--- src/rtl/contour_pkg.sv ---
// contour_pkg: definitions shared by the contour readback logic.
// Holds the default frame geometry, field widths for addresses, labels, counts and sums,
// the reader FSM state type, the coordinate tag carried alongside BRAM reads, and the
// per-bin statistics record.
package contour_pkg;

    localparam int unsigned FRAME_WIDTH  = 640;
    localparam int unsigned FRAME_HEIGHT = 480;
    localparam int unsigned ADDR_W       = 19;
    localparam int unsigned BIN_W        = 3;
    localparam int unsigned X_W          = 10;
    localparam int unsigned Y_W          = 9;
    localparam int unsigned CNT_W        = 19;
    localparam int unsigned SUM_X_W      = 28;
    localparam int unsigned SUM_Y_W      = 27;

    localparam logic [BIN_W-1:0] NO_EDGE_BIN = '0;

    typedef enum logic [2:0] {
        StIdle,
        StClear,
        StScan,
        StFlush,
        StDrain,
        StDone
    } cbr_state_e;

    // Coordinate of an issued read, delayed to line up with the returned label.
    typedef struct packed {
        logic           valid;
        logic [X_W-1:0] x;
        logic [Y_W-1:0] y;
    } coord_tag_t;

    typedef struct packed {
        logic [CNT_W-1:0]   count;
        logic [X_W-1:0]     xmin;
        logic [X_W-1:0]     xmax;
        logic [Y_W-1:0]     ymin;
        logic [Y_W-1:0]     ymax;
        logic [SUM_X_W-1:0] sum_x;
        logic [SUM_Y_W-1:0] sum_y;
    } bin_stats_t;

endpackage

--- src/rtl/coord_delay_line.sv ---
// coord_delay_line: READ_LATENCY-deep shift register carrying {valid, x, y} so that the
// coordinate of each issued BRAM address emerges on the cycle its data returns.
// Ports:
//   clk, rst_n  clock, asynchronous active-low reset
//   clr         synchronous clear of every stage (drops in-flight reads of an aborted scan)
//   tag_in      coordinate tag of the address issued this cycle
//   tag_out     tag of the address issued READ_LATENCY cycles ago
module coord_delay_line
    import contour_pkg::*;
#(
    parameter int unsigned READ_LATENCY = 2  // must be >= 1
) (
    input  logic       clk,
    input  logic       rst_n,
    input  logic       clr,
    input  coord_tag_t tag_in,
    output coord_tag_t tag_out
);

    coord_tag_t stage_q [READ_LATENCY];

    always_ff @(posedge clk or negedge rst_n) begin
        if (!rst_n) begin
            for (int i = 0; i < int'(READ_LATENCY); i++) begin
                stage_q[i] <= '0;
            end
        end else if (clr) begin
            for (int i = 0; i < int'(READ_LATENCY); i++) begin
                stage_q[i] <= '0;
            end
        end else begin
            stage_q[0] <= tag_in;
            for (int i = 1; i < int'(READ_LATENCY); i++) begin
                stage_q[i] <= stage_q[i-1];
            end
        end
    end

    assign tag_out = stage_q[READ_LATENCY-1];

endmodule

--- src/rtl/contour_bin_reader.sv ---
// contour_bin_reader: raster-scans the bin-labelled edge BRAM once, accumulates per-label
// (1..MAX_BIN) pixel count and bounding box, then streams one record per non-empty bin.
// Ports:
//   clk, rst_n          clock, asynchronous active-low reset
//   start               level; rising edge in IDLE starts a scan, low anywhere aborts
//   done                high after the last record is accepted, until start drops
//   bram_addr_read      BRAM read address, bram_read returns the label READ_LATENCY later
//   res_valid/res_ready record handshake
//   res_bin, res_count, res_xmin/xmax, res_ymin/ymax  record fields (0 while !res_valid)
//   res_sum_x, res_sum_y  coordinate sums, only with CONTOUR_BIN_READER_CENTROID_EN
// Build option: define CONTOUR_BIN_READER_CENTROID_EN to add per-bin coordinate sums;
// otherwise no sum state exists and res_sum_x/res_sum_y are 0.
// MAX_BIN must not exceed 2**BIN_W-1.
module contour_bin_reader
    import contour_pkg::*;
#(
    parameter int unsigned WIDTH        = FRAME_WIDTH,
    parameter int unsigned HEIGHT       = FRAME_HEIGHT,
    parameter int unsigned READ_LATENCY = 2,
    parameter int unsigned MAX_BIN      = 7
) (
    input  logic               clk,
    input  logic               rst_n,
    input  logic               start,
    output logic               done,
    output logic [ADDR_W-1:0]  bram_addr_read,
    input  logic [BIN_W-1:0]   bram_read,
    output logic               res_valid,
    input  logic               res_ready,
    output logic [BIN_W-1:0]   res_bin,
    output logic [CNT_W-1:0]   res_count,
    output logic [X_W-1:0]     res_xmin,
    output logic [X_W-1:0]     res_xmax,
    output logic [Y_W-1:0]     res_ymin,
    output logic [Y_W-1:0]     res_ymax,
    output logic [SUM_X_W-1:0] res_sum_x,
    output logic [SUM_Y_W-1:0] res_sum_y
);

    localparam logic [X_W-1:0]    XLast     = X_W'(WIDTH - 1);
    localparam logic [Y_W-1:0]    YLast     = Y_W'(HEIGHT - 1);
    localparam logic [ADDR_W-1:0] AddrLast  = ADDR_W'(WIDTH * HEIGHT - 1);
    localparam logic [BIN_W-1:0]  MaxBin    = BIN_W'(MAX_BIN);
    localparam int unsigned       FlushW    = (READ_LATENCY > 1) ? $clog2(READ_LATENCY) : 1;
    localparam logic [FlushW-1:0] FlushLast = FlushW'(READ_LATENCY - 1);

    cbr_state_e         state_q;
    logic               start_q;
    logic [ADDR_W-1:0]  addr_q;
    logic [X_W-1:0]     x_q;
    logic [Y_W-1:0]     y_q;
    logic [FlushW-1:0]  flush_q;
    logic [BIN_W-1:0]   bin_q;
    logic               res_valid_q;
    logic               done_q;

    // Per-bin tables, index = bin label.
    logic [CNT_W-1:0]   cnt_q  [1:MAX_BIN];
    logic [X_W-1:0]     xmin_q [1:MAX_BIN];
    logic [X_W-1:0]     xmax_q [1:MAX_BIN];
    logic [Y_W-1:0]     ymin_q [1:MAX_BIN];
    logic [Y_W-1:0]     ymax_q [1:MAX_BIN];
`ifdef CONTOUR_BIN_READER_CENTROID_EN
    logic [SUM_X_W-1:0] sum_x_q [1:MAX_BIN];
    logic [SUM_Y_W-1:0] sum_y_q [1:MAX_BIN];
`endif

    coord_tag_t             tag_in;
    coord_tag_t             tag_out;
    logic                   acc_hit;
    bin_stats_t             sel;
    logic [2**BIN_W-1:0]    nonempty;
    logic [BIN_W-1:0]       next_bin;

    assign tag_in.valid = (state_q == StScan);
    assign tag_in.x     = x_q;
    assign tag_in.y     = y_q;

    // Clearing in IDLE guarantees reads still in flight from an aborted scan never land.
    coord_delay_line #(
        .READ_LATENCY(READ_LATENCY)
    ) u_coord_delay_line (
        .clk    (clk),
        .rst_n  (rst_n),
        .clr    (state_q == StIdle),
        .tag_in (tag_in),
        .tag_out(tag_out)
    );

    assign acc_hit = tag_out.valid && (bram_read != NO_EDGE_BIN) && (bram_read <= MaxBin);

    always_ff @(posedge clk or negedge rst_n) begin
        if (!rst_n) begin
            for (int b = 1; b <= int'(MAX_BIN); b++) begin
                cnt_q[b]  <= '0;
                xmin_q[b] <= XLast;
                xmax_q[b] <= '0;
                ymin_q[b] <= YLast;
                ymax_q[b] <= '0;
`ifdef CONTOUR_BIN_READER_CENTROID_EN
                sum_x_q[b] <= '0;
                sum_y_q[b] <= '0;
`endif
            end
        end else begin
            for (int b = 1; b <= int'(MAX_BIN); b++) begin
                if (state_q == StClear) begin
                    cnt_q[b]  <= '0;
                    xmin_q[b] <= XLast;
                    xmax_q[b] <= '0;
                    ymin_q[b] <= YLast;
                    ymax_q[b] <= '0;
`ifdef CONTOUR_BIN_READER_CENTROID_EN
                    sum_x_q[b] <= '0;
                    sum_y_q[b] <= '0;
`endif
                end else if (acc_hit && (bram_read == BIN_W'(b))) begin
                    if (cnt_q[b] != '1) begin
                        cnt_q[b] <= cnt_q[b] + 1'b1;
                    end
                    if (tag_out.x < xmin_q[b]) xmin_q[b] <= tag_out.x;
                    if (tag_out.x > xmax_q[b]) xmax_q[b] <= tag_out.x;
                    if (tag_out.y < ymin_q[b]) ymin_q[b] <= tag_out.y;
                    if (tag_out.y > ymax_q[b]) ymax_q[b] <= tag_out.y;
`ifdef CONTOUR_BIN_READER_CENTROID_EN
                    sum_x_q[b] <= sum_x_q[b] + SUM_X_W'(tag_out.x);
                    sum_y_q[b] <= sum_y_q[b] + SUM_Y_W'(tag_out.y);
`endif
                end
            end
        end
    end

    // Record of the bin under the drain index, plus a non-empty flag per label.
    always_comb begin
        sel      = '0;
        nonempty = '0;
        for (int b = 1; b <= int'(MAX_BIN); b++) begin
            nonempty[b] = (cnt_q[b] != '0);
            if (bin_q == BIN_W'(b)) begin
                sel.count = cnt_q[b];
                sel.xmin  = xmin_q[b];
                sel.xmax  = xmax_q[b];
                sel.ymin  = ymin_q[b];
                sel.ymax  = ymax_q[b];
`ifdef CONTOUR_BIN_READER_CENTROID_EN
                sel.sum_x = sum_x_q[b];
                sel.sum_y = sum_y_q[b];
`endif
            end
        end
    end

    // Wraps to 0 past the top label; nonempty[0] is always 0.
    assign next_bin = bin_q + 1'b1;

    always_ff @(posedge clk or negedge rst_n) begin
        if (!rst_n) begin
            state_q     <= StIdle;
            start_q     <= 1'b0;
            addr_q      <= '0;
            x_q         <= '0;
            y_q         <= '0;
            flush_q     <= '0;
            bin_q       <= '0;
            res_valid_q <= 1'b0;
            done_q      <= 1'b0;
        end else begin
            start_q <= start;
            if ((state_q != StIdle) && !start) begin
                state_q     <= StIdle;
                addr_q      <= '0;
                x_q         <= '0;
                y_q         <= '0;
                bin_q       <= '0;
                res_valid_q <= 1'b0;
                done_q      <= 1'b0;
            end else begin
                unique case (state_q)
                    StIdle: begin
                        if (start && !start_q) state_q <= StClear;
                    end
                    StClear: begin
                        addr_q  <= '0;
                        x_q     <= '0;
                        y_q     <= '0;
                        state_q <= StScan;
                    end
                    StScan: begin
                        if (addr_q == AddrLast) begin
                            flush_q <= '0;
                            state_q <= StFlush;
                        end else begin
                            addr_q <= addr_q + 1'b1;
                            if (x_q == XLast) begin
                                x_q <= '0;
                                y_q <= y_q + 1'b1;
                            end else begin
                                x_q <= x_q + 1'b1;
                            end
                        end
                    end
                    StFlush: begin
                        if (flush_q == FlushLast) begin
                            bin_q   <= BIN_W'(1);
                            state_q <= StDrain;
                        end else begin
                            flush_q <= flush_q + 1'b1;
                        end
                    end
                    StDrain: begin
                        if (res_valid_q) begin
                            if (res_ready) begin
                                if (bin_q == MaxBin) begin
                                    res_valid_q <= 1'b0;
                                    done_q      <= 1'b1;
                                    state_q     <= StDone;
                                end else begin
                                    // Present the next bin straight away when it has pixels.
                                    bin_q       <= next_bin;
                                    res_valid_q <= nonempty[next_bin];
                                end
                            end
                        end else if (nonempty[bin_q]) begin
                            res_valid_q <= 1'b1;
                        end else if (bin_q == MaxBin) begin
                            done_q  <= 1'b1;
                            state_q <= StDone;
                        end else begin
                            bin_q <= next_bin;
                        end
                    end
                    StDone: begin
                        done_q <= 1'b1;
                    end
                    default: begin
                        state_q <= StIdle;
                    end
                endcase
            end
        end
    end

    assign done           = done_q;
    assign res_valid      = res_valid_q;
    assign bram_addr_read = addr_q;
    assign res_bin        = res_valid_q ? bin_q     : '0;
    assign res_count      = res_valid_q ? sel.count : '0;
    assign res_xmin       = res_valid_q ? sel.xmin  : '0;
    assign res_xmax       = res_valid_q ? sel.xmax  : '0;
    assign res_ymin       = res_valid_q ? sel.ymin  : '0;
    assign res_ymax       = res_valid_q ? sel.ymax  : '0;
    assign res_sum_x      = res_valid_q ? sel.sum_x : '0;
    assign res_sum_y      = res_valid_q ? sel.sum_y : '0;

endmodule

--- config.mk ---
export PLATFORM = sky130hd
export DESIGN_NAME = contour_bin_reader
export DESIGN_NICKNAME = d
export VERILOG_FILES = /design/src/rtl/contour_pkg.sv /design/src/rtl/coord_delay_line.sv /design/src/rtl/contour_bin_reader.sv
export SDC_FILE = /design/constraint.sdc
export NUM_CORES = 1
export LEC_CHECK = 0
export CELL_PAD_IN_SITES_DETAIL_PLACEMENT = 1
export CELL_PAD_IN_SITES_GLOBAL_PLACEMENT = 2
export CORE_ASPECT_RATIO = 1.75
export CORE_MARGIN = 2
export CORE_UTILIZATION = 42
export CTS_CLUSTER_SIZE = 40
export DETAILED_ROUTE_END_ITERATION = 16
export HOLD_SLACK_MARGIN = 0.1
export PLACE_DENSITY = 0.94
export SYNTH_ARGS = -nofsm -noshare
export SYNTH_HDL_FRONTEND = slang
export SYNTH_SLANG_ARGS = --single-unit
--- constraint.sdc ---
create_clock -name clk -period 5.15 [get_ports clk]
set_input_delay 1.03 -clock clk [delete_from_list [all_inputs] [get_ports clk]]
set_output_delay 1.03 -clock clk [all_outputs]
set_load 0.01 [all_outputs]
== Word-level counts from Yosys, hierarchy flattened ==
Cells that the tools add are included.

* Output and inout bits: 136
* Flip-flop bits (word level): 487

* Equal/unequal tests: 37
* Bitwise gates (word level): 1
* Muxes and demuxes: 165
* Magnitude comparators: 31
* Add/subtract/negate cells: 12
* Reduce and logical (&&, ||, !) cells: 111

{| class="wikitable"
|+ Operator list
! kind !! count
|-
| $mux W10 || 47
|-
| $mux W19 || 24
|-
| $mux W9 || 47
|-
| $mux W57 || 7
|-
| $add A19 B1 Y19 const B || 8
|-
| $ne A19 B19 Y1 const B || 7
|-
| $reduce_bool A19 Y1 || 7
|-
| $reduce_bool A2 Y1 || 44
|-
| $reduce_and A2 Y1 || 36
|-
| $gt A10 B10 Y1 || 7
|-
| $lt A10 B10 Y1 || 7
|-
| $gt A9 B9 Y1 || 7
|-
| $lt A9 B9 Y1 || 7
|-
| $mux W3 || 15
|-
| $mux W40 || 1
|-
| $pmux W19 S2 || 1
|-
| $eq A3 B3 Y1 const B || 10
|-
| $pmux W10 S2 || 1
|-
| $eq A19 B19 Y1 const B || 1
|-
| $eq A3 B2 Y1 const B || 6
|-
| $pmux W3 S6 || 1
|-
| $pmux W9 S2 || 1
|-
| $mux W1 || 15
|-
| $ne A3 B3 Y1 const B || 5
|-
| other kinds (21) || 45
|}

== Depth between registers and ports, before layout ==
Gate-level depths: netlist (run 1).

* Depth after elaboration: 9
* Depth in mapped cells: 15
* Depth with buffers taken out: 9

== Hierarchy ==
From an unflattened synthesis (run 1), not the netlist that was laid out.

* Cells, all modules: 3542
* Area, all modules: 32059.5 µm²

{| class="wikitable"
|+ By module, submodules not included
! module !! area an instance (µm²) !! times used !! sequential area each (µm²) !! cells each
|-
| contour_bin_reader || 30553.1 || 1 || 11325.9 || 3438
|-
| coord_delay_line || 1506.4 || 1 || 1001.0 || 104
|}

== Worst setup path before layout (run 1) ==
OpenSTA, ideal clock, no wires.

* Path type: register to output
* Start: reg bin_q[2]
* End: out res_ymax[5]
* Path slack: 1.303 ns
* Required time: 4.120 ns
* Path buffers: 7
* Cell stages (with the launch flop): 15
* Arrival time: 2.817 ns
* Cells stage by stage: dfrtp_1 buf_2 buf_2 buf_1 clkbuf_1 inv_1 ha_1 clkbuf_1 clkbuf_1 clkbuf_1 a221oi_1 a221o_1 a21oi_1 a21oi_1 o21ai_0

* Cells in the longest elaborated chain, start to end: 9
* Elaborated cells on any way between the ends: 15
* Classes of those cells: 7 x eq/ne; 8 x mux

{| class="wikitable"
|+ Ends and longest elaborated chain
! what !! RTL line !! RTL
|-
| start: declaration || contour_bin_reader.sv:53 || <nowiki>logic [BIN_W-1:0] bin_q;</nowiki>
|-
| start signal: assignment || contour_bin_reader.sv:220 || <nowiki>bin_q <= next_bin;</nowiki>
|-
| start signal: assignment || contour_bin_reader.sv:230 || <nowiki>bin_q <= next_bin;</nowiki>
|-
| $eq A3 B1 Y1 || contour_bin_reader.sv:140 || <nowiki>if (bin_q == BIN_W'(b)) begin</nowiki>
|-
| $mux W57 (6 in series) || contour_bin_reader.sv:140 ||
|-
| $mux W57 * || contour_bin_reader.sv:140 ||
|-
| $mux W9 * || contour_bin_reader.sv:252 || <nowiki>assign res_ymax = res_valid_q ? sel.ymax : '0;</nowiki>
|-
| end: declaration || contour_bin_reader.sv:35 || <nowiki>output logic [Y_W-1:0] res_ymax,</nowiki>
|}

Mark *: on every way between the ends. The rest lies on a longest branch, timed or not.

== Worst setup path in the final report (run 1) ==
* Start: reg bin_q[2]
* End: out res_xmin[8]

* Cells in the longest elaborated chain, start to end: 9
* Elaborated cells on any way between the ends: 15
* Classes of those cells: 7 x eq/ne; 8 x mux

{| class="wikitable"
|+ Ends and longest elaborated chain
! what !! RTL line !! RTL
|-
| $eq A3 B1 Y1 || contour_bin_reader.sv:140 ||
|-
| $mux W57 (6 in series) || contour_bin_reader.sv:140 ||
|-
| $mux W57 * || contour_bin_reader.sv:140 ||
|-
| $mux W10 * || contour_bin_reader.sv:249 || <nowiki>assign res_xmin = res_valid_q ? sel.xmin : '0;</nowiki>
|-
| end: declaration || contour_bin_reader.sv:32 || <nowiki>output logic [X_W-1:0] res_xmin,</nowiki>
|}

Marked as above.

==> metrics.yaml, run 1 <==
die:
  die_area_sq_mm: 0.0784
  die_y_microns: 369
  rows: 133
  io_pins: 143
  die-width_microns: 213
  start_util: 0.425
  coreArea_sq_mm: 0.0752
timing:
  post-route-min-period_ns: 4.96
  hold_viol: 0
  fin_ws_ns: 0.186
  maxSlewHeadroom: 0.205
  period_share: 0.964
  fmax_mhz: 201
  rsz0062_at_grt: "no"
  setup_viol: 0
  timing.final.max_slew_violations: 0
  tightestPinTransition_ns: 1.19
  fin_worst_skew_ns: 0.0297
  finalSetupTns_ns: 0
hold_path:
  hold_class: "input pin to asynchronous set/reset pin"
power_and_ir_drop:
  power_leakage_nw: 17.5
  power.total_mw: 12.3
  vdd_drop_max_uv: 293
  p_per_area_mw_per_mm2: 347
  intPower_mw: 7.86
  p_switching_mw: 4.46
  pwr-share-seq: 0.397
  clkPwrFrac: 0.321
  swShare: 0.362
  comb_power_share: 0.281
global_route:
  top_usage_layer: "met2"
  grt_pass1_vias: 28800
  grt_util_all_layers: 0.253
  grt_pass1_wl_microns: 157000
  grt_overflow: 0
  met3_usage: 0.0273
  antenna_found_initial: 0
  grt_max_degree: 148
  use_met1: 0.284
  met2_usage: 0.473
clock_tree:
  cts_buffers: 49
  clk_pin_slew_ns: 0.06
  post_cts_buffers: 0
  cts_sinks: 487
  ctsResizeCount: 0
  insertion_delay_ns: 0.64
  tritoncts: "built"
  htreeDepth: 2
  cts_root_buf: "clkbuf_16"
  clockBufferDepth: 3
  ctsHoldBuffers: 0
synthesis:
  ys_seq_area_frac: 0.386
  synth_flop_cell: "dfrtp_1"
  async_flop_share: 1.00
  synth.area.top_cells: "dfrtp_1 29%, ha_1 11%, dfstp_2 9.2%"
  synth.top_cell.area_share: 0.294
  synth.avg_cell_area_sq_um: 9.08
  yosys_register_bits: 487
  syn-cell-area_sq_mm: 0.0320
  synth_cell_types: 100
  synthCells: 3521
  yosysTopAreaCell: "dfrtp_1"
  yosys_warnings: 0
  synth_edf_count: 0
setup_path:
  cp_max_fo: 46
  critPathArrivalTime_ns: 3.93
  crit_path_end_kind: "primary output"
  crit_type: "flop to primary output"
  start_kind: "flop"
  required_ns: 4.12
final_layout:
  num-fill-cells: 8816
  syn_to_final_growth_pct: 11.1
  final_common_cell: "nor2_1"
  antenna_cells: 0
  layout-drive-gt1-share: 0.0923
  finalNetCount: 3807
  final_util: 0.472
  final_cell_mix: "423 x nor2_1, 374 x dfrtp_1, 294 x inv_1"
  fin_cells: 4578
status:
  status: "finished clean"
job:
  maxCapViolations: 0
route:
  drtIter0Drc: 1121
  ant_nets: 0
  wirelength_microns: 98100
  dr_total_vias: 26400
  drt_first_pass_iters: 5
  drc: 0
  viasPerCell: 5.77
  wl_per_cell_microns: 21.4
place:
  dp_cells: 4485
  preCtsSetupSlack_ns: 0.821
  gp_congestion: 0.827
  io_buffers: 87
  dpl.hpwl_microns: 69000
[metal layers]
metal  wire length (microns)  up-vias  part of all wire
li1                        -    12200                 -
met2                   52300      519              0.53
met4                    4490        0             0.046
met1                   38200    13500              0.39
met5                       0        -                 0
met3                    3120      218             0.032
[synth_stat cells (6+ instances only)]
library cell    n
nor2_1        423
dfrtp_1       375
inv_1         294
ha_1          275
mux2i_1       263
nand2_1       219
a21oi_1       208
o21ai_0       141
nand3_1       137
clkbuf_1      118
dfstp_2       112
xor2_1         88
a22oi_1        79
nor2b_1        66
buf_4          56
nand4_1        55
buf_2          54
xnor2_1        39
a221o_1        38
a221oi_1       36
a21o_1         34
and3_1         33
nor4_1         32
buf_1          22
and2_1         21
nand2b_1       21
a211oi_1       20
o31ai_1        20
or3_1          20
o211ai_1       19
o21ai_1        19
nor3_1         18
and4_1         16
o21a_1         10
a31oi_1         8
nor4b_1         7
or2_2           7
a31o_2          6
o311a_1         6
[worst paths after layout]
check	to	start	cells after the start	slack [ns]
max in group asynchronous	xmax_q[3]	rst_n	2	3.68
min in group clk	u_coord_delay_line.tag_out[4]	u_coord_delay_line.stage_q[24]	1	0.46
min reg2reg	u_coord_delay_line.tag_out[4]	u_coord_delay_line.stage_q[24]	1	0.46
max reg2reg	ymax_q[43]	u_coord_delay_line.tag_out[6]	7	1.61
min	cnt_q[24]	rst_n	1	0.37
max	res_xmin[8]	bin_q[2]	9	0.19
[per-stage QoR]
stage | hold WS (ns) | area, sq um
3_3_place_gp | 0.441 | 33800
5_1_grt | 0.426 | 35500
2_1_floorplan | 0.439 | 32200
3_5_place_dp | 0.453 | 33800
4_1_cts | 0.397 | 35500
6_report | 0.375 | 35500
[registers in the layout, indices dropped and copies added, names as in the netlist, 9 cells and up]
name / count
x_q: 10
u_coord_delay_line.stage_q: 20
bram_addr_read: 19
xmax_q: 70
u_coord_delay_line.tag_out: 20
ymin_q: 63
ymax_q: 63
y_q: 9
cnt_q: 133
xmin_q: 70
[power by group through the flow]
stage	Sequential (mW)	Combinational (mW)	Clock, mW
2_1_floorplan	4.78	2.50	0
3_3_place_gp	4.92	3.36	0
3_5_place_dp	4.95	3.47	0
4_1_cts	4.89	3.50	4.04
5_1_grt	4.96	3.86	4.17
6_report	4.90	3.47	3.96
[kinds of logic after synthesis]
family,count (synthesis),share of synthesized area
flip-flops,487,0.386
AO/OA/AOI/OAI,704,0.147
multiplexers,264,0.0828
buffers and inverters,550,0.0743
XOR/XNOR,127,0.0348
adder cells (fa/ha/maj),275,0.108
other,1,0.000117
AND/OR/NAND/NOR,1113,0.167
[worst max-delay path, cell delays in order (launching register included)]
cell and delay, ns:
dfrtp_4 0.62, inv_1 0.18, ha_4 0.57, buf_4 0.35
a221oi_1 0.08, a221o_1 0.28, a21oi_1 0.23, a21oi_1 0.07
o21ai_0 0.30, clkdlybuf4s50_1 0.60
[cell type report]
| class | count | area, sq um | area share |
|---|---|---|---|
| inverters | 296 | 1110 | 0.0313 |
| multi-input cells | 2538 | 17600 | 0.494 |
| repair buffers | 153 | 1510 | 0.0425 |
| clock inverters | 19 | 239 | 0.00673 |
| clock buffers | 73 | 1510 | 0.0426 |
| flip-flops and latches | 487 | 12300 | 0.347 |
| well taps | 1012 | 1270 | 0.0356 |
Note: power is estimated with default switching activity, not from simulation.
==> run 2, diff against run 1 <==
--- a/config.mk
+++ b/config.mk
@@ -14,6 +14,8 @@
 export DETAILED_ROUTE_END_ITERATION = 16
 export HOLD_SLACK_MARGIN = 0.1
 export PLACE_DENSITY = 0.94
+export SETUP_SLACK_MARGIN = 0.5
+export SKIP_CTS_REPAIR_TIMING = 1
 export SYNTH_ARGS = -nofsm -noshare
 export SYNTH_HDL_FRONTEND = slang
 export SYNTH_SLANG_ARGS = --single-unit
==> constraint.sdc (replaced) <==
create_clock -name clk -period 6.1 [get_ports clk]
set_input_delay 1.22 -clock clk [delete_from_list [all_inputs] [get_ports clk]]
set_output_delay 1.22 -clock clk [all_outputs]
set_load 0.01 [all_outputs]
==> run 2 against run 1 <==
  * Sequential share of layout area grew 0.28 points
  * Clock skew fell by 0.0066 ns
  * Combinational power is 16% lower
  * First-iteration DRC count increased by 15%
  * Via count hardly changed
  * Critical endpoint is now res_xmax[0]
  * Largest power group unchanged
  * Highest routed layer is now met5
==> metrics.yaml, run 2 (synthesis results as in run 1) <==
status:
  status: "finished clean"  # unchanged
timing:
  rsz0062_at_grt: "no"  # unchanged
  fin_ws_ns: 0.729  # was 0.186 ns
  tightestPinTransition_ns: 1.25  # was 1.19 ns
  fmax_mhz: 186
  post-route-min-period_ns: 5.37
  period_share: 0.881
  fin_worst_skew_ns: 0.0231  # was 0.0297 ns
  finalSetupTns_ns: 0  # unchanged
  timing.final.max_slew_violations: 0  # unchanged
  setup_viol: 0  # unchanged
  hold_viol: 0  # unchanged
  maxSlewHeadroom: 0.168  # was 0.205
final_layout:
  finalNetCount: 3789  # was 3807
  final_common_cell: "nor2_1"  # unchanged
  largest_register_ffs: 133  # unchanged
  regMostFlops: "cnt_q"  # unchanged
  num-fill-cells: 8758  # was 8816
  reg_top3: "cnt_q x133, xmax_q x70, xmin_q x70"  # unchanged
  final_util: 0.468  # was 0.472
  syn_to_final_growth_pct: 10.2  # was 11.1%
  layout-drive-gt1-share: 0.0860  # was 0.0923
  final_cell_mix: "423 x nor2_1, 374 x dfrtp_1, 294 x inv_1"  # unchanged
  fin_cells: 4560  # was 4578
clock_tree:
  htreeDepth: 2  # unchanged
  clk_pin_slew_ns: 0.07  # was 0.06 ns
  insertion_delay_ns: 0.62  # was 0.64 ns
  cts_sinks: 487  # unchanged
  tritoncts: "built"  # unchanged
  cts_root_buf: "clkbuf_16"  # unchanged
  clockBufferDepth: 3  # unchanged
  cts_buffers: 48  # was 49
global_route:
  grt_max_degree: 154  # was 148
  antenna_found_initial: 1  # was 0
  grt_pass1_wl_microns: 156000  # was 157000 microns
  grt_pass1_vias: 28500  # was 28800
  grt_overflow: 0  # unchanged
  grt_util_all_layers: 0.251  # was 0.253
route:
  wl_per_cell_microns: 21.5  # was 21.4 microns
  drt_first_pass_iters: 5  # unchanged
  drc: 0  # unchanged
  wirelength_microns: 98000  # was 98100 microns
  ant_nets: 0  # unchanged
  drtIter0Drc: 1294  # was 1121
  dr_total_vias: 26400  # about the same
  viasPerCell: 5.79  # was 5.77
setup_path:
  crit_chain: "inv_1, ha_1, nor2b_4, buf_12, a22oi_1, o21ai_0, nand2_1, a21oi_1, a21oi_1, o21ai_0, clkdlybuf4s50_1"  # was inv_1, ha_4, buf_4, a221oi_1, a221o_1, a21oi_1, a21oi_1, o21ai_0, clkdlybuf4s50_1
  start_kind: "flop"  # unchanged
  required_ns: 4.88  # was 4.12 ns
  cp_max_fo: 29  # was 46
  crit_path_end_kind: "primary output"  # unchanged
  crit_type: "flop to primary output"  # unchanged
  critPathArrivalTime_ns: 4.15  # was 3.93 ns
  path_delay_family: "buffers and inverters"  # unchanged
  r2r_start: "u_coord_delay_line.tag_out[1]"  # was u_coord_delay_line.tag_out[6]
  path_buf_inv: 3  # unchanged
  worstSetupStartpoint: "bin_q[0]"  # was bin_q[2]
  slowest_stage: "clkdlybuf4s50_1"  # was dfrtp_4
  slowest_delay_ns: 0.61  # was 0.62 ns
power_and_ir_drop:
  p_per_area_mw_per_mm2: 288  # was 347 mW/mm^2
  power.total_mw: 10.1  # was 12.3 mW
  vdd_drop_max_uv: 266  # was 293 uV
  power_leakage_nw: 17.3  # was 17.5 nW
hold_path:
  worstHoldStart: "u_coord_delay_line.stage_q[29]"
  hold_class: "flop to flop"  # was input pin to asynchronous set/reset pin
job:
  maxCapViolations: 0  # unchanged
place:
  preCtsSetupSlack_ns: 1.29  # was 0.821 ns
  dp_cells: 4468  # was 4485
  gp_congestion: 0.862  # was 0.827
  io_buffers: 87  # unchanged
  dpl.hpwl_microns: 68000  # was 69000 microns
die:
  die_area_sq_mm: 0.0784  # unchanged
  die-width_microns: 213  # unchanged
  rows: 133  # unchanged
  io_pins: 143  # unchanged
  coreArea_sq_mm: 0.0752  # unchanged
  start_util: 0.425  # unchanged
  die_y_microns: 369  # unchanged
## run 2: cell types whose count changed in the layout (fill, tap and decap cells not counted), moves of 2 or more
cell,change
clkbuf_8,-5
buf_12,-3
bufinv_16,-3
clkbuf_1,+5
clkinvlp_4,-4
clkinv_4,+5
clkbuf_16,-2
buf_4,-15
## run 2: layer usage
layer | GRT usage | vias to the layer above | share of wire | wire [microns]
met3 | 0.0310 | 202 | 0.036 | 3520
met4 | 0.104 | 2 | 0.042 | 4090
met5 | 0 | - | 0.00010 | 10
li1 | - | 12200 | - | -
met1 | 0.281 | 13500 | 0.39 | 38200
met2 | 0.471 | 581 | 0.53 | 52200
## run 2: worst paths after layout
check	end	slack, ns	cells after the start
hold reg to reg	u_coord_delay_line.tag_out[9]	0.46	1
setup reg to reg	ymax_q[46]	2.42	8
max in group asynchronous	ymax_q[26]	4.18	2
setup / recovery	res_xmax[0]	0.73	11
hold / removal	u_coord_delay_line.tag_out[9]	0.46	1
min in group asynchronous	cnt_q[64]	0.65	1
## run 2: power by group
group | total (mW) | internal (mW) | switching (mW)
logic | 2.90 | 0.917 | 1.98
registers | 4.13 | 3.77 | 0.360
clock network | 3.12 | 1.71 | 1.41
## run 2: final cells by class
type,instances,area (sq um),area share
diodes,1,2.50,0.0000710
clock buffers,71,1410,0.0401
clock inverters,19,194,0.00550
inverters,296,1110,0.0315
multi-input cells,2538,17600,0.498
flip-flops and latches,487,12300,0.350
well taps,1012,1270,0.0359
repair buffers,136,1360,0.0387
## run 2: per-stage QoR
step	hold WS (ns)	instance area (sq um)
2_1_floorplan	0.439	32200
3_3_place_gp	0.441	33600
3_5_place_dp	0.451	33600
4_1_cts	0.463	35200
5_1_grt	0.486	35200
6_report	0.460	35200
==> run 3, diff against run 2 <==
--- a/config.mk
+++ b/config.mk
@@ -5,15 +5,17 @@
 export SDC_FILE = /design/constraint.sdc
 export NUM_CORES = 1
 export LEC_CHECK = 0
+export CAP_MARGIN = 15
 export CELL_PAD_IN_SITES_DETAIL_PLACEMENT = 1
 export CELL_PAD_IN_SITES_GLOBAL_PLACEMENT = 2
 export CORE_ASPECT_RATIO = 1.75
 export CORE_MARGIN = 2
-export CORE_UTILIZATION = 42
+export CORE_UTILIZATION = 43
+export CTS_BUF_LIST = sky130_fd_sc_hd__clkbuf_4 sky130_fd_sc_hd__clkbuf_8
 export CTS_CLUSTER_SIZE = 40
 export DETAILED_ROUTE_END_ITERATION = 16
 export HOLD_SLACK_MARGIN = 0.1
-export PLACE_DENSITY = 0.94
+export PLACE_DENSITY = 0.95
 export SETUP_SLACK_MARGIN = 0.5
 export SKIP_CTS_REPAIR_TIMING = 1
 export SYNTH_ARGS = -nofsm -noshare
==> run 3 against run 2 <==
  * Register-to-register slack better by 0.18 ns
  * Highest routed layer unchanged
  * Utilization up 1.1 points
  * Largest power group unchanged
  * First-iteration DRC count down 5.1%
  * Sequential cell count unchanged
  * Non-clock buffer count rose by 8
  * Total power up 1.5%
  * Design area rose by 0.45%
  * Sequential power hardly changed
  * Critical path depth fell by 1
  * Via count rose by 0.91%
  * Worst hold slack improved by 0.0013 ns
  * Clock skew grew 0.032 ns
==> metrics.yaml, run 3 (synthesis results as in run 1) <==
setup_path:
  start_kind: "flop"  # unchanged
  slowest_delay_ns: 0.61  # about the same
  crit_chain: "inv_1, ha_1, nor3b_2, buf_12, a221oi_1, a221o_1, a21oi_1, a21oi_1, o21ai_0, clkdlybuf4s50_1"  # was inv_1, ha_1, nor2b_4, buf_12, a22oi_1, o21ai_0, nand2_1, a21oi_1, a21oi_1, o21ai_0, clkdlybuf4s50_1
  timing.rr.end: "ymax_q[43]"  # was ymax_q[46]
  slowest_stage: "clkdlybuf4s50_1"  # unchanged
  crit_type: "flop to primary output"  # unchanged
  worst_path_most_repeated_cell: "a21oi_1"
  critPathArrivalTime_ns: 4.10  # was 4.15 ns
  required_ns: 4.88  # about the same
  rrSetupSlack_ns: 2.60  # was 2.42 ns
  r2r_start: "u_coord_delay_line.tag_out[2]"  # was u_coord_delay_line.tag_out[1]
  reg2reg_depth: 7  # was 8
  cp_max_fo: 57  # was 29
  crit_path_end_kind: "primary output"  # unchanged
final_layout:
  syn_to_final_growth_pct: 10.7  # was 10.2%
  final_common_cell: "nor2_1"  # unchanged
  final_area_sq_mm: 0.0354  # was 0.0352 sq mm
  layout-drive-gt1-share: 0.106  # was 0.0860
  reg_top3: "cnt_q x133, xmax_q x70, xmin_q x70"  # unchanged
  regMostFlops: "cnt_q"  # unchanged
  finalNetCount: 3830  # was 3789
  largest_register_ffs: 133  # unchanged
  final_cell_mix: "423 x nor2_1, 374 x dfrtp_1, 294 x inv_1"  # unchanged
  fin_cells: 4553  # was 4560
global_route:
  grt_util_all_layers: 0.256  # was 0.251
  grt_max_degree: 164  # was 154
  grt_pass1_vias: 28900  # was 28500
  grt_overflow: 0  # unchanged
  antenna_found_initial: 2  # was 1
  grt_pass1_wl_microns: 156000  # about the same
die:
  start_util: 0.433  # was 0.425
  die-width_microns: 210  # was 213 microns
  die_y_microns: 365  # was 369 microns
  die_area_sq_mm: 0.0766  # was 0.0784 sq mm
  io_pins: 143  # unchanged
  coreArea_sq_mm: 0.0738  # was 0.0752 sq mm
  rows: 132  # was 133
route:
  drt_first_pass_iters: 5  # unchanged
  ant_nets: 0  # unchanged
  wirelength_microns: 98200  # was 98000 microns
  drtIter0Drc: 1228  # was 1294
  drc: 0  # unchanged
  viasPerCell: 5.86  # was 5.79
  dr_total_vias: 26700  # was 26400
  wl_per_cell_microns: 21.6  # was 21.5 microns
clock_tree:
  clk_pin_slew_ns: 0.07  # about the same
  htreeDepth: 3  # was 2
  clockBufferDepth: 3  # unchanged
  tritoncts: "built"  # unchanged
  cts_root_buf: "clkbuf_8"  # was clkbuf_16
  cts_sinks: 487  # unchanged
  insertion_delay_ns: 0.74  # was 0.62 ns
  cts_buffers: 79  # was 48
hold_path:
  holdPathEnd: "u_coord_delay_line.tag_out[1]"  # was u_coord_delay_line.tag_out[9]
  hold-path-cell-count: 1  # unchanged
  worstHoldStart: "u_coord_delay_line.stage_q[21]"  # was u_coord_delay_line.stage_q[29]
  hold_class: "flop to flop"  # unchanged
status:
  status: "finished clean"  # unchanged
power_and_ir_drop:
  power.total_mw: 10.3  # was 10.1 mW
  vdd_drop_max_uv: 376  # was 266 uV
  p_per_area_mw_per_mm2: 291  # was 288 mW/mm^2
  power_leakage_nw: 17.5  # was 17.3 nW
timing:
  timing.final.max_slew_violations: 0  # unchanged
  maxSlewHeadroom: 0.222  # was 0.168
  finalSetupTns_ns: 0  # unchanged
  post-route-min-period_ns: 5.32  # was 5.37 ns
  hold_ws_ns: 0.462  # was 0.460 ns
  period_share: 0.873  # was 0.881
  rsz0062_at_grt: "yes"  # was no
  fin_worst_skew_ns: 0.0547  # was 0.0231 ns
  hold_viol: 0  # unchanged
  tightestPinTransition_ns: 1.16  # was 1.25 ns
  setup_viol: 0  # unchanged
  fmax_mhz: 188  # was 186 MHz
place:
  dpl.hpwl_microns: 66700  # was 68000 microns
  placed_cell_area_sq_mm: 0.0335  # was 0.0336 sq mm
  io_buffers: 87  # unchanged
  gp_congestion: 0.860  # was 0.862
  dp_cells: 4399  # was 4468
job:
  maxCapViolations: 0  # unchanged
-- run 3: cell count changes in the layout (fill, tap and decap cells not counted), sizes merged --
cell / change
diode: +2
clkinvlp: +2
nor2b: +1
clkinv: -4
nand3b: +1
inv: -3
buf: +8
clkbuf: +60
-- run 3: stage by stage --
step                worst slack (ns)   util
detailed placement              1.42  0.454
floorplan                       2.06      -
global placement                1.45  0.454
global route                   0.498  0.479
finish                         0.775  0.479
CTS                            0.597  0.479
-- run 3: worst max-delay path by stage --
| stage | start | endpoint | cells after the start |
|---|---|---|---|
| floorplan | bin_q[2] | res_ymax[5] | 14 |
| global placement | bin_q[0] | res_count[13] | 11 |
| detailed placement | bin_q[0] | res_count[13] | 11 |
| CTS | bin_q[0] | res_count[13] | 11 |
| global route | bin_q[0] | res_count[13] | 11 |
| finish | bin_q[0] | res_xmin[9] | 10 |
-- run 3: report_power, final --
part	leakage [nW]	switching, mW	total, mW	internal [mW]
clock network	0.940	1.44	3.23	1.79
registers	6.40	0.351	4.12	3.77
logic	10.2	2.01	2.94	0.930
total	17.5	3.80	10.3	6.50
-- run 3: cell type report --
class	count	area, sq um
Antenna cell	3	7.51
Inverter	296	1110
Clock inverter	14	130
Fill cell	8556	38400
Sequential cell	487	12300
Clock buffer	131	1650
Multi-Input combinational cell	2540	17600
Tap cell	938	1170
Timing Repair Buffer	144	1420
-- run 3: routing by layer --
layer | wire, microns | global-route usage | share of wire
met1 | 38300 | 0.280 | 0.39
met2 | 51400 | 0.477 | 0.52
met3 | 3520 | 0.0353 | 0.036
met4 | 4950 | 0.137 | 0.050
met5 | 18 | 0 | 0.00018
-- run 3: critical path, delay by kind of cell (launching register included) --
family / cells / cell delay, ns
adder cells (fa/ha/maj): 1 / 0.37
flip-flops: 1 / 0.51
AND/OR/NAND/NOR: 1 / 0.29
buffers and inverters: 3 / 1.15
AO/OA/AOI/OAI: 5 / 1.04
